## src/rtl/ysyx_220053_ifu_prefetch.sv

```systemverilog
// Instruction fetch unit with an in-order prefetch queue between a valid/ready memory port
// and decode, including redirect flush that discards responses belonging to squashed fetches.

module ysyx_220053_ifu_prefetch_chk #(
    parameter int PW    = 2,
    parameter int DEPTH = 4
) (
    input logic          clk,
    input logic          rst,
    input logic          rsp_valid,
    input logic [PW:0]   drop,
    input logic [PW:0]   pending,
    input logic [PW+1:0] occ
);
    localparam logic [PW:0]   PTR_ZERO = {(PW+1){1'b0}};
    localparam logic [PW+1:0] DEPTH_W  = DEPTH[PW+1:0];

    // Every response must belong to a squashed fetch or to a pending queue entry.
    rsp_has_owner: assert property (@(posedge clk) disable iff (!rst)
        rsp_valid |-> ((drop != PTR_ZERO) || (pending != PTR_ZERO)));

    occ_bounded: assert property (@(posedge clk) disable iff (!rst) occ <= DEPTH_W);
endmodule

module ysyx_220053_ifu_prefetch #(
    parameter int              XLEN     = 64,
    parameter logic [XLEN-1:0] RESET_PC = 64'h0000_0000_8000_0000,
    parameter int              DEPTH    = 4
) (
    input  logic            clk,
    input  logic            rst,
    output logic            req_valid,
    input  logic            req_ready,
    output logic [XLEN-1:0] req_addr,
    input  logic            rsp_valid,
    input  logic [63:0]     rsp_data,
    input  logic            redirect_valid,
    input  logic [XLEN-1:0] redirect_pc,
    output logic            instr_valid,
    input  logic            instr_ready,
    output logic [XLEN-1:0] instr_pc,
    output logic [31:0]     instr_o
);
    localparam int            PW       = $clog2(DEPTH);
    localparam logic [PW:0]   PTR_ZERO = {(PW+1){1'b0}};
    localparam logic [PW:0]   PTR_ONE  = {{PW{1'b0}}, 1'b1};
    localparam logic [PW+1:0] DEPTH_W  = DEPTH[PW+1:0];

    logic            run_r;
    logic [XLEN-1:0] fetch_pc_r;
    logic [PW:0]     head_r, fill_r, tail_r, drop_r;
    logic [XLEN-1:0] pc_q_r [DEPTH];
    logic [31:0]     instr_q_r [DEPTH];
    logic [DEPTH-1:0] filled_r;

    logic [PW:0]     count_s, pending_s, redir_drop_s;
    logic [PW+1:0]   occ_s;
    logic            issue_s, rsp_drop_s, rsp_fill_s, deq_s;
    logic [31:0]     rsp_word_s;

    // Occupancy, handshakes and redirect drop accounting, all from current state.
    always_comb begin
        count_s     = tail_r - head_r;
        pending_s   = tail_r - fill_r;
        occ_s       = {1'b0, count_s} + {1'b0, drop_r};
        req_valid   = run_r && !redirect_valid && (occ_s < DEPTH_W);
        issue_s     = req_valid && req_ready;
        rsp_drop_s  = rsp_valid && (drop_r != PTR_ZERO);
        rsp_fill_s  = rsp_valid && (drop_r == PTR_ZERO) && (pending_s != PTR_ZERO);
        instr_valid = (count_s != PTR_ZERO) && filled_r[head_r[PW-1:0]];
        deq_s       = instr_valid && instr_ready;
        // The response arriving with a redirect is always discarded, so it retires one owner.
        if (rsp_drop_s || rsp_fill_s) begin
            redir_drop_s = drop_r + pending_s - PTR_ONE;
        end else begin
            redir_drop_s = drop_r + pending_s;
        end
        if (pc_q_r[fill_r[PW-1:0]][2]) begin
            rsp_word_s = rsp_data[63:32];
        end else begin
            rsp_word_s = rsp_data[31:0];
        end
    end

    assign req_addr = {fetch_pc_r[XLEN-1:3], fetch_pc_r[2:0] & 3'b000};
    assign instr_pc = pc_q_r[head_r[PW-1:0]];
    assign instr_o  = instr_q_r[head_r[PW-1:0]];

    // Control state: fetch PC, queue pointers and count of responses still to discard.
    always_ff @(posedge clk) begin
        if (!rst) begin
            run_r      <= 1'b0;
            fetch_pc_r <= RESET_PC;
            head_r     <= PTR_ZERO;
            fill_r     <= PTR_ZERO;
            tail_r     <= PTR_ZERO;
            drop_r     <= PTR_ZERO;
        end else begin
            run_r <= 1'b1;
            if (redirect_valid) begin
                fetch_pc_r <= {redirect_pc[XLEN-1:2], redirect_pc[1:0] & 2'b00};
                head_r     <= PTR_ZERO;
                fill_r     <= PTR_ZERO;
                tail_r     <= PTR_ZERO;
                drop_r     <= redir_drop_s;
            end else begin
                if (issue_s) begin
                    tail_r     <= tail_r + PTR_ONE;
                    fetch_pc_r <= fetch_pc_r + XLEN'(4);
                end
                if (rsp_drop_s) begin
                    drop_r <= drop_r - PTR_ONE;
                end
                if (rsp_fill_s) begin
                    fill_r <= fill_r + PTR_ONE;
                end
                if (deq_s) begin
                    head_r <= head_r + PTR_ONE;
                end
            end
        end
    end

    // Entry filled flags: cleared when the fetch issues, set when its response lands.
    always_ff @(posedge clk) begin
        if (!rst) begin
            filled_r <= {DEPTH{1'b0}};
        end else begin
            if (issue_s) begin
                filled_r[tail_r[PW-1:0]] <= 1'b0;
            end
            if (rsp_fill_s && !redirect_valid) begin
                filled_r[fill_r[PW-1:0]] <= 1'b1;
            end
        end
    end

    // Entry payload; left unreset because the filled flags gate every use.
    always_ff @(posedge clk) begin
        if (issue_s) begin
            pc_q_r[tail_r[PW-1:0]] <= fetch_pc_r;
        end
        if (rsp_fill_s && !redirect_valid) begin
            instr_q_r[fill_r[PW-1:0]] <= rsp_word_s;
        end
    end

    ysyx_220053_ifu_prefetch_chk #(
        .PW    (PW),
        .DEPTH (DEPTH)
    ) u_chk (
        .clk       (clk),
        .rst       (rst),
        .rsp_valid (rsp_valid),
        .drop      (drop_r),
        .pending   (pending_s),
        .occ       (occ_s)
    );
endmodule

```

## config.mk

```make
export PLATFORM = sky130hd
export DESIGN_NAME = ysyx_220053_ifu_prefetch
export DESIGN_NICKNAME = d
export VERILOG_FILES = /design/src/rtl/ysyx_220053_ifu_prefetch.sv
export SDC_FILE = /design/constraint.sdc
export NUM_CORES = 1
export LEC_CHECK = 0
export ABC_AREA = 1
export CELL_PAD_IN_SITES_DETAIL_PLACEMENT = 1
export CELL_PAD_IN_SITES_GLOBAL_PLACEMENT = 1
export CORE_MARGIN = 4
export CORE_UTILIZATION = 30
export DETAILED_ROUTE_END_ITERATION = 10
export GPL_TIMING_DRIVEN = 0
export HOLD_SLACK_MARGIN = 0.02
export PLACE_DENSITY = 0.71
export SLEW_MARGIN = 15
export SYNTH_ARGS = -nofsm -noshare
export SYNTH_HDL_FRONTEND = slang
export SYNTH_SLANG_ARGS = --single-unit
```

## constraint.sdc

```tcl
create_clock -name clk -period 5.2 [get_ports clk]
set_clock_uncertainty 0.1 [all_clocks]
set_input_delay 0.52 -clock clk [delete_from_list [all_inputs] [get_ports clk]]
set_output_delay 0.52 -clock clk [all_outputs]
set_load 0.05 [all_outputs]
```

==> impl_metrics.csv <==
group,metric,value,unit
cells_and_area,area_growth,28.4,%
logic_synthesis,yosys_warnings,0,
global_routing,grt_usage,0.200,
timing,setup_viol,0,
cells_and_area,layout.nets,2551,
detailed_routing,met1_length,32000,microns
cells_and_area,final_core_util,0.392,
clocking,h-tree-depth,2,
clocking,hold_buffers,0,
global_routing,grt_max_degree,31,
clocking,post_cts_resized,0,
cells_and_area,fill_cells,7567,
logic_synthesis,synth-seq-cells,459,
logic_synthesis,synthCells,2040,
global_routing,grt_antenna_before_repair,1,
die,chipWidth,270,microns
worst_setup_path,cp_max_fo,10,
detailed_routing,drtIter0Drc,1048,
cells_and_area,n_antenna_cell,0,
die,ios,296,
worst_setup_path,critPathLaunchType,"flop",
logic_synthesis,seq_area_frac_synth,0.627,
timing,rsz0062_at_grt,"no",
global_routing,grt_pass1_vias,17640,
detailed_routing,drc,0,
logic_synthesis,mappedNetlistArea,0.0207,sq mm
timing,slew_headroom,0.325,
placement,hpwl,55900,microns
detailed_routing,wire_per_inst,22.8,microns
power_and_ir_drop,power.density,315,mW/mm^2
placement,portBuffers,288,
timing,finalCriticalPeriod,4.46,ns
timing,worst_pin_slew,1.01,ns
clocking,cts_setup_buffers,0,
timing,holdWs,0.317,ns
timing,fin_crit_sh,0.857,
clocking,cts_root_buf,"clkbuf_16",
timing,hold_viol,0,
detailed_routing,dr.max_layer_used,"met5",
timing,max_clock_freq,224,MHz
power_and_ir_drop,p_leak,9.18,nW
die,core,0.0678,sq mm
cells_and_area,final_common_cell,"edfxtp_1",
clocking,ctsLongestPathBuffers,3,
clocking,cts_buffers,47,
logic_synthesis,syn_avg_cell_area,10.1,sq um
detailed_routing,met3_length,4430,microns
hold_path,hp-class,"in2reg",
clocking,cts.sinks,459,
detailed_routing,vias_per_cell,5.07,
power_and_ir_drop,peakVddDrop,0.215,mV
detailed_routing,route.met2.wl,36200,microns
die,die-area,0.0731,sq mm
global_routing,grt_pass1_wl,111000,microns
worst_setup_path,required,4.58,ns
detailed_routing,wirelength,75400,microns
flow_run,drv_cap,0,
run_status,status,"completed",
logic_synthesis,synth.distinct_cells,39,
cells_and_area,final_cell_mix,"edfxtp_1 (376), nor2_1 (344), nand2_1 (338)",
die,num_rows,95,
global_routing,grt_remaining_overflow,0,
detailed_routing,dr_total_vias,16770,
die,start_util,0.305,
cells_and_area,drive_above_1_share,0.0986,
detailed_routing,dr.pass1.iters,5,
clocking,cts_tree,"built",
worst_setup_path,end_kind,"output port",
clocking,path_clk_slew,0.07,ns
worst_setup_path,setup.worst_path.class,"reg2out",
detailed_routing,ant_nets,0,
clocking,clk_latency,0.61,ns
die,die_h,270,microns
timing,report.final.slew_viol_count,0,
worst_setup_path,arrival,3.84,ns
placement,gp_congestion,0.875,
[cells in the mapped netlist (all sizes together)]
cell type  number  share of area
a211oi          1        0.00036
nand3b          4         0.0015
nor3b           1        0.00036
buf            91          0.031
nor3            4        0.00097
conb            1        0.00018
xor2           23         0.0097
xnor2           7         0.0030
clkbuf         67          0.012
inv           126          0.023
mux2           32          0.017
dfxtp          83          0.080
nand2         342          0.063
nor2          360          0.068
and2            1        0.00030
o21bai          1        0.00036
nand3          50          0.012
nand4          14         0.0042
o22ai          95          0.029
ha             18          0.011
fa              3         0.0029
edfxtp        376           0.55
o21ai         266          0.064
o211ai          2        0.00073
clkinv          1        0.00018
a31oi          13         0.0039
a21oi          57          0.014
o21a            1        0.00036
[kinds of logic (layout without fill, tap and decap cells)]
group	count (synthesis)	in the layout	synth area share
buf+inv	285	676	0.0662
flops	459	459	0.627
simple gates	776	776	0.150
compound gates	436	436	0.113
xor+xnor	30	30	0.0127
other cells	1	5	0.000181
fa+ha+maj	21	21	0.0138
mux	32	32	0.0174
[state kept, by name, indices dropped and copies added, names as in the netlist, named ones only]
signal and count:
tail_r 3, drop_r 3, filled_r 4, instr_q_r 128, pc_q_r 248, fill_r 3
run_r 1, fetch_pc_r 62, head_r 3
[power by group]
| part | switching [mW] | internal, mW | total, mW |
|---|---|---|---|
| registers | 0.119 | 4.05 | 4.17 |
| logic | 0.492 | 0.318 | 0.810 |
| clock network | 1.49 | 1.90 | 3.39 |
[through the flow]
| stage | std cells | setup WS, ns | TNS [ns] | power (mW) | cell area, sq um |
|---|---|---|---|---|---|
| floorplan | 2044 | -0.621 | -115.53 | 4.66 | 20700 |
| global placement | 3205 | -2.95 | -597.86 | 5.03 | 24700 |
| detailed placement | 3220 | 0.879 | 0 | 5.06 | 25000 |
| CTS | 3308 | 0.720 | 0 | 8.42 | 26500 |
| global route | 3308 | 0.594 | 0 | 8.63 | 26500 |
| finish | 3308 | 0.742 | 0 | 8.37 | 26500 |
[final timing paths]
kind,slack (ns),start,depth (start not counted),to
worst max-delay path,0.74,flop,6,instr_pc[23]
worst min register to register,0.39,filled_r[0],2,filled_r[0]
worst min-delay path,0.32,rst,1,run_r
worst max register to register,0.89,tail_r[0],17,pc_q_r[1][62]
[area by class of cell]
| cell class | count | area, sq um | share of cell area |
|---|---|---|---|
| Clock buffer | 58 | 1230 | 0.0462 |
| Clock inverter | 30 | 305 | 0.0115 |
| Sequential cell | 459 | 13000 | 0.488 |
| Tap cell | 873 | 1090 | 0.0412 |
| Buffer | 158 | 890 | 0.0335 |
| Timing Repair Buffer | 303 | 3210 | 0.121 |
| Multi-Input combinational cell | 1300 | 6390 | 0.241 |
| Inverter | 127 | 479 | 0.0181 |
[worst max-delay path, stage by stage (launching register included)]
cell	delay, ns
dfxtp_1	0.35
inv_1	0.13
clkbuf_1	0.77
clkbuf_1	0.44
o21ai_0	0.22
o22ai_1	0.41
clkdlybuf4s50_1	0.91
[routing by layer]
metal / up-vias / global-route usage
li1: 7700 / -
met1: 8389 / 0.260
met2: 548 / 0.338
met3: 131 / 0.0316
met4: 2 / 0.0721
met5: - / 0
Note: power is estimated with default switching activity, not from simulation.
